**config.mk**
```make
export PLATFORM = sky130hd
export DESIGN_NAME = bsc_dbus_responder
export DESIGN_NICKNAME = d
export VERILOG_FILES = /design/src/rtl/bsc_dbus_responder.sv
export SDC_FILE = /design/constraint.sdc
export NUM_CORES = 1
export LEC_CHECK = 0
export CORE_ASPECT_RATIO = 1.5
export CORE_MARGIN = 2
export CORE_UTILIZATION = 62
export CTS_CLUSTER_DIAMETER = 120
export DETAILED_ROUTE_END_ITERATION = 8
export DONT_BUFFER_PORTS = 1
export PLACE_DENSITY = 0.87
export SKIP_LAST_GASP = 1
export SLEW_MARGIN = 30
export SYNTH_ARGS = -nofsm -noshare
export SYNTH_HDL_FRONTEND = slang
export SYNTH_SLANG_ARGS = --single-unit
```
**constraint.sdc**
```tcl
create_clock -name clk -period 2.21 [get_ports clk]
set_input_delay 0.221 -clock clk [delete_from_list [all_inputs] [get_ports clk]]
set_output_delay 0.221 -clock clk [all_outputs]
set_load 0.02 [all_outputs]
```
**src/rtl/bsc_dbus_responder.sv**
```systemverilog
`default_nettype none
// ============================================================================
// Module      : bsc_dbus_responder
// Description : Bus state controller slice acting as responder on the DBUS.
//               Decodes four chip-select areas from A[26:25], runs an external
//               memory cycle (T1, optional TW states, T2) with programmable
//               plus external wait states, returns registered read data, and
//               hands the external bus to an external master (HIZ) unless
//               DBUS_LOCK holds it between cycles.
// Ports       : clk/rst_n         - clock, async active-low reset
//               i_ce_r / i_ce_f   - rising / falling phase enables
//               i_dbus_*          - request side (address, data, lanes, we,
//                                   req, lock)
//               o_dbus_di         - registered read data
//               o_dbus_wait       - stall to initiator
//               o_bsc_ack         - high in the T2 state of every cycle
//               o_mem_* / i_mem_* - external memory bus
//               i_breq_n/o_back_n - external master request / grant
// Revision    : 1.0 - initial release
// ============================================================================
module bsc_dbus_responder #(
    parameter int AW0 = 0,
    parameter int AW1 = 1,
    parameter int AW2 = 2,
    parameter int AW3 = 3
) (
    input  logic        clk,
    input  logic        rst_n,
    input  logic        i_ce_r,
    input  logic        i_ce_f,
    input  logic [31:0] i_dbus_a,
    input  logic [31:0] i_dbus_do,
    input  logic [3:0]  i_dbus_ba,
    input  logic        i_dbus_we,
    input  logic        i_dbus_req,
    input  logic        i_dbus_lock,
    output logic [31:0] o_dbus_di,
    output logic        o_dbus_wait,
    output logic        o_bsc_ack,
    output logic [26:0] o_mem_a,
    output logic [31:0] o_mem_do,
    input  logic [31:0] i_mem_di,
    output logic [3:0]  o_mem_cs_n,
    output logic        o_mem_rd_n,
    output logic [3:0]  o_mem_we_n,
    input  logic        i_mem_wait_n,
    output logic        o_mem_oe,
    input  logic        i_breq_n,
    output logic        o_back_n
);

    typedef enum logic [2:0] {
        S_IDLE = 3'd0,
        S_T1   = 3'd1,
        S_TW   = 3'd2,
        S_T2   = 3'd3,
        S_HIZ  = 3'd4
    } state_t;

    state_t      r_state;
    state_t      w_next;
    logic        w_load;
    logic        w_active;
    logic [2:0]  w_aw_sel;

    logic [26:0] r_mem_a;
    logic [31:0] r_mem_do;
    logic [31:0] r_dbus_di;
    logic        r_we;
    logic [3:0]  r_ba;
    logic [2:0]  r_cnt;

    // CE_F and the upper address bits are not needed by this slice.
    logic        w_unused;
    assign w_unused = ^{i_ce_f, i_dbus_a[31:27]};

    // Programmed wait count for the area of the incoming request.
    always_comb begin
        w_aw_sel = 3'd0;
        case (i_dbus_a[26:25])
            2'd0:    w_aw_sel = 3'(AW0);
            2'd1:    w_aw_sel = 3'(AW1);
            2'd2:    w_aw_sel = 3'(AW2);
            default: w_aw_sel = 3'(AW3);
        endcase
    end

    // Next-state and output decode.
    always_comb begin
        w_next = r_state;
        w_load = 1'b0;
        case (r_state)
            S_IDLE: begin
                // No lock can be held in IDLE, so a bus request wins.
                if (!i_breq_n) begin
                    w_next = S_HIZ;
                end else if (i_dbus_req) begin
                    w_next = S_T1;
                    w_load = 1'b1;
                end
            end
            S_T1: begin
                w_next = (r_cnt != 3'd0) ? S_TW : S_T2;
            end
            S_TW: begin
                // External wait is only honoured on the last programmed TW.
                if (r_cnt <= 3'd1 && i_mem_wait_n) begin
                    w_next = S_T2;
                end
            end
            S_T2: begin
                if (!i_breq_n && !i_dbus_lock) begin
                    w_next = S_HIZ;
                end else if (i_dbus_req) begin
                    w_next = S_T1;
                    w_load = 1'b1;
                end else begin
                    w_next = S_IDLE;
                end
            end
            S_HIZ: begin
                if (i_breq_n) begin
                    w_next = S_IDLE;
                end
            end
            default: w_next = S_IDLE;
        endcase
    end

    assign w_active    = (r_state == S_T1) || (r_state == S_TW) || (r_state == S_T2);
    assign o_mem_cs_n  = w_active ? ~(4'b0001 << r_mem_a[26:25]) : 4'hF;
    assign o_mem_rd_n  = !(w_active && !r_we);
    assign o_mem_we_n  = (w_active && r_we) ? ~r_ba : 4'hF;
    assign o_mem_oe    = (r_state != S_HIZ);
    assign o_back_n    = (r_state != S_HIZ);
    assign o_bsc_ack   = (r_state == S_T2);
    // Gated by reset so the stall drops as soon as a cycle is aborted.
    assign o_dbus_wait = rst_n && i_dbus_req && (r_state != S_T2);
    assign o_mem_a     = r_mem_a;
    assign o_mem_do    = r_mem_do;
    assign o_dbus_di   = r_dbus_di;

    always_ff @(posedge clk or negedge rst_n) begin
        if (!rst_n) begin
            r_state <= S_IDLE;
        end else if (i_ce_r) begin
            r_state <= w_next;
        end
    end

    always_ff @(posedge clk or negedge rst_n) begin
        if (!rst_n) begin
            r_mem_a   <= 27'd0;
            r_mem_do  <= 32'd0;
            r_dbus_di <= 32'd0;
            r_we      <= 1'b0;
            r_ba      <= 4'd0;
            r_cnt     <= 3'd0;
        end else if (i_ce_r) begin
            if (w_load) begin
                r_mem_a  <= i_dbus_a[26:0];
                r_mem_do <= i_dbus_do;
                r_we     <= i_dbus_we;
                r_ba     <= i_dbus_ba;
                r_cnt    <= w_aw_sel;
            end else if (r_state == S_TW && r_cnt > 3'd1) begin
                r_cnt <= r_cnt - 3'd1;
            end
            // Read data is sampled on the edge that enters T2.
            if (w_next == S_T2 && r_state != S_T2 && !r_we) begin
                r_dbus_di <= i_mem_di;
            end
        end
    end

endmodule
`default_nettype wire
```
After elaboration in Yosys (flattened, before gate mapping)
Cells that the tools add are included.
- register bits after elaboration: 102
- input port bits: 109
- output and inout port bits: 104
- logic and storage cells: 61
- $add $sub $neg: 1
- order comparisons: 2
- eq/ne operators: 9
- shifts and indexed selects: 1
- muxes and demuxes: 17
- bitwise gates (word level): 2
- reductions and logical operators: 22
- operators with widths (operator ; number):
    2-to-1 mux 3 bit ; 7
    one-hot mux 3 bit (5 select lines) ; 1
    == test 3 x 2 -> 1 bit, second input constant ; 3
    logical AND 1 bit ; 9
    2-to-1 mux 4 bit ; 2
    inverter 4 bit ; 2
    one-hot mux 2 bit (3 select lines) ; 1
    AND reduction 2 bit ; 3
    2-to-1 mux 1 bit ; 5
    zero test 1 bit ; 4
    left shift 1 x 2 -> 4 bit, first input constant ; 1
    == test 3 x 1 -> 1 bit, second input constant ; 1
    == test 3 bit, second input constant ; 1
    greater-than comparator 3 x 1 -> 1 bit, second input constant ; 1
    less-or-equal comparator 3 x 1 -> 1 bit, second input constant ; 1
    zero test 3 bit ; 1
    != test 3 x 2 -> 1 bit, second input constant ; 1
    != test 3 bit, second input constant ; 1
    nonzero test 3 bit ; 1
    subtractor 3 x 1 -> 3 bit, second input constant ; 1
    == test 2 x 1 -> 1 bit, second input constant ; 1
    == test 2 bit, second input constant ; 1
    zero test 2 bit ; 1
    logical OR 1 bit ; 2
    2 further kinds ; 2

Longest topological paths before layout
- depth in word-level cells: 8
- depth in mapped cells: 8
- mapped depth without buffers: 7

Worst setup path before layout
Ideal clock, no wire load.
- path kind: register -> register
- start: reg r_cnt[0]
- end: reg r_dbus_di[0] (netlist: o_dbus_di[0])
- library setup time: 0.125 ns
- arrival time: 1.880 ns
- data required time: 2.085 ns
- slack: 0.205 ns
- stages on the path, launching flop included: 9
- path buffers: 1
- period minus slack after synthesis: 2.005 ns
- path through: dfrtp_1 inv_1 ha_1 ha_1 and4bb_2 a41oi_2 a211oi_4 buf_6 mux2_4
- cells in the longest elaborated chain, start to end: 8
- elaborated cells between the ends (all ways): 10
- those cells by class: order compare: 1; eq/ne: 1; mux: 3; reduce/logical: 5
- ends and longest elaborated chain (what ; RTL line ; RTL):
    start, declared ; 71 ; logic [2:0] r_cnt;
    start signal, assigned ; 165 ; r_cnt <= w_aw_sel;
    start signal, assigned ; 167 ; r_cnt <= r_cnt - 3'd1;
    less-or-equal comparator 3 x 1 -> 1 bit ; 107 ; if (r_cnt <= 3'd1 && i_mem_wait_n) begin
    logical AND 1 bit ; 107 ;
    2-to-1 mux 3 bit ; 107 ;
    one-hot mux 3 bit (5 select lines) (*) ; 92 ; case (r_state)
    == test 3 x 2 -> 1 bit (*) ; 170 ; if (w_next == S_T2 && r_state != S_T2 && !r_we) begin
    logical AND 1 bit (*) (2 in series) ; 170 ;
    AND reduction 2 bit (no source line) (*) ; -- ;
    end signal, assigned ; 171 ; r_dbus_di <= i_mem_di;
    end, declared ; 68 ; logic [31:0] r_dbus_di;
Mark *: on every way between the ends. The rest lies on a longest branch, timed or not.
A chain may end at the register's enable or synchronous reset.

Worst setup path after layout
- start: reg r_cnt[0]
- end: reg r_dbus_di[1] (netlist: o_dbus_di[1])
The elaborated chain is that of the path after synthesis.

==> summary.md <==
| Metric | Value |
|---|---|
| Final Non-Filler Cells | `just over 400` |
| Critical path data arrival time | `2.41 ns` |
| Worst-path fanout max | `8` |
| Synthesized flop and latch total | `102` |
| RSZ-0062 raised after global routing | `true` |
| Worst-case clock buffer depth | `2` |
| Commonest non-fill, non-tap cells in the layout | `102 x dfrtp_1, 66 x mux2_2, 55 x dlygate4sd3_1, 30 x mux2_4, 10 x clkbuf_8` |
| Crit path capture type | `flip-flop` |
| Layout cell share with drive strength beyond 1 | `0.387` |
| Failing checks | `hold timing` |
| Outcome | `finished with violations` |
| Site Rows | `36` |
| Max Cap Violations | `0` |
| Static Leak | `2.27 nW` |
| Ys async rst share | `1.00` |
| Via count | `2443` |
| Met3 Use GR | `0.0550` |
| CTS tree | `done` |
| Worst Path Required | `about 2.5 ns` |
| Hold_ws | `-0.457 ns` |
| # H-tree levels | `3` |
| Router iterations before antenna repair | `6` |
| Number of diodes | `0` |
| Total core area | `6530 sq um` |
| Cell area after synthesis | `4230 sq um` |
| Most common cell after layout, fill and taps aside | `dfrtp_1` |
| PortBufs | `0` |
| Slew @ Worst Pin | `a little over 0.4 ns` |
| Final Cycle Share | `0.978` |
| Worst path most repeated cell | `ha_1` |
| Initial antenna violation count | `0` |
| GRT overflow | `0` |
| Sink Count | `102` |
| Clock transition at path regs | `0.11 ns` |
| Drt total wl | `9.80 mm` |
| Chip width | `71.5 microns` |
| Clk root buf | `clkbuf_8` |
| Crit path time final | `about 2.2 ns` |
| Setup violators final | `0` |
| Vias per cell | `6.00` |
| Clock Latency Late Sink | `0.36 ns` |
| Fin. Hold Viols | `around 100` |
| DP HPWL | `between 5 and 6 mm` |
| First-pass GRT wire length | `between 10 and 15 mm` |
| Crit Path Class | `reg2reg` |
| Mapped Cells | `266` |
| Syn nets | `378` |
| Layout overhead on the synthesized area | `20.4%` |
| DR WL/cell | `24.1 microns` |
| Layout Nets | `438` |
| R2R cell count | `9` |
| CP max-delay cell | `dfrtp_1` |
| Critical path launch point | `r_cnt[0]$_DFFE_PN0P_` |
| Grt met2 use | `0.373` |
| Io pins | `213` |
| Power density cells | `1500 nW/um^2` |
| Vias in the first global route | `2372` |
| GRT busiest layer | `met2` |
| Synth warn | `0` |
| CP Launch Type | `flip-flop` |
| Unique cell type count in the Yosys netlist | `35` |
| DRC | `0` |
| CTS Buf Count | `9` |
| Total GRT Usage | `0.215` |
| DIE AREA | `7520 sq um` |
| Initial Util | `0.648` |
| Power Total | `between 7 and 8 mW` |
| Crit path largest cell delay | `0.39 ns` |
| Maximum vdd drop | `0.942 mV` |
| Routability Congestion | `0.835` |
| Number of flops mapped to enable cells by yosys | `0` |
| Fillers | `about 360` |
| Worst rel slew slack | `0.724` |
| HP Class | `in2async` |
| Syn_area_per_cell | `between 15 and 20 sq um` |
| Met1 Usage GRT | `0.246` |
| Dpl cells | `331` |
| Routed Antenna Nets | `0` |
| Seq/Total Area, Yosys | `0.603` |
| Reg2reg end | `o_dbus_di[1]$_DFFE_PN0P_` |
| Pins over their slew limit | `0` |
| Critical path cell sequence | `inv_1, ha_1, ha_1, and4bb_2, a41oi_4, a211oi_4, buf_4, clkbuf_16, mux2_4` |
| Most common flop cell mapped by yosys | `dfrtp_1` |
| Die height | `105 microns` |
| Final Skew | `0.0220 ns` |
| DRT iter0 DRCs | `126` |
| Max Clock Freq | `roughly 0.46 GHz` |
| Setup slack, reg-to-reg | `0.05 ns` |
| R2R Path Start | `r_cnt[0]$_DFFE_PN0P_` |
| Pin count of the biggest net entering global routing | `104` |
cell usage after synthesis (2+ instances only):
library cell	instances	share of area
buf_6	3	0.0080
nand3_1	2	0.0024
nand3b_1	4	0.0071
dfrtp_1	102	0.60
buf_2	7	0.0083
inv_1	7	0.0062
mux2_4	30	0.11
and3_1	2	0.0030
nand2_1	6	0.0053
mux2_2	66	0.18
ha_1	3	0.0089
nor2_1	4	0.0035
buf_4	3	0.0053
o2bb2ai_1	3	0.0062
a22oi_1	2	0.0035
o21ai_0	3	0.0035
cell type report:
cell class                      instances  area [sq um]  area share
Clock buffer                           10           138      0.0270
Clock inverter                          6          56.3      0.0111
Inverter                                7          26.3     0.00516
Multi-Input combinational cell        143          1570       0.308
Sequential cell                       102          2550       0.501
Tap cell                               76          95.1      0.0187
Timing Repair Buffer                   63           657       0.129
worst max-delay path by stage:
stage                                      endpoint  slack, ns
after floorplan            o_dbus_di[0]$_DFFE_PN0P_       0.21
after global placement    o_dbus_di[29]$_DFFE_PN0P_       0.12
after detailed placement  o_dbus_di[30]$_DFFE_PN0P_      0.007
after CTS                 o_dbus_di[30]$_DFFE_PN0P_      -0.01
after global routing      o_dbus_di[30]$_DFFE_PN0P_      -0.04
final                      o_dbus_di[1]$_DFFE_PN0P_       0.05
registers in the layout (all words and copies together) (netlist names):
name       flops
r_ba           4
o_mem_a       27
o_dbus_di     32
r_we           1
r_state        3
o_mem_do      32
r_cnt          3
where the power goes:
| group | switching (mW) | internal (mW) | total (mW) |
|---|---|---|---|
| Combinational | 0.767 | 1.18 | 1.95 |
| Clock | 0.648 | 0.458 | 1.11 |
| Sequential | 1.80 | 2.77 | 4.56 |
| Total | 3.21 | 4.40 | 7.62 |
stage by stage:
step	TNS, ns	cell area [sq um]	setup slack [ns]	util
2_1_floorplan	0	4230	0.205	-
6_report	0	5090	0.0489	0.780
5_1_grt	-0.172	5090	-0.0438	0.780
4_1_cts	-0.0153	4580	-0.0138	0.702
3_3_place_gp	0	4280	0.118	0.655
3_5_place_dp	0	4280	0.00680	0.655
timing repair:
item / in CTS / in global routing
endpoints found under the setup margin: 2 / 32
resized for setup: 0 / 1
setup buffers: 0 / 3
endpoints found under the hold margin: 117 / 146
cloned: 0 / 2
hold buffers: 11 / 44
pin swaps: 0 / 1
logic make-up after synthesis:
family	Yosys count	synth area share
flip-flops	102	0.603
multiplexers	96	0.282
AO/OA/AOI/OAI	17	0.0358
AND/OR/NAND/NOR	26	0.0376
buffers and inverters	21	0.0287
XOR/XNOR	1	0.00384
adder cells (fa/ha/maj)	3	0.00887
routing by layer:
layer / part of all wire / wire length [microns]
met5: 0 / 0
met4: 0.013 / 124
met3: 0.072 / 708
met2: 0.57 / 5600
met1: 0.34 / 3370
critical path: cells and delay by family (launching register included):
family / cells / cell delay (ns)
AND/OR/NAND/NOR: 1 / 0.24
flip-flops: 1 / 0.39
buffers and inverters: 3 / 0.41
multiplexers: 1 / 0.32
AO/OA/AOI/OAI: 2 / 0.30
adder cells (fa/ha/maj): 2 / 0.39
Note: power is estimated with default switching activity, not from simulation.
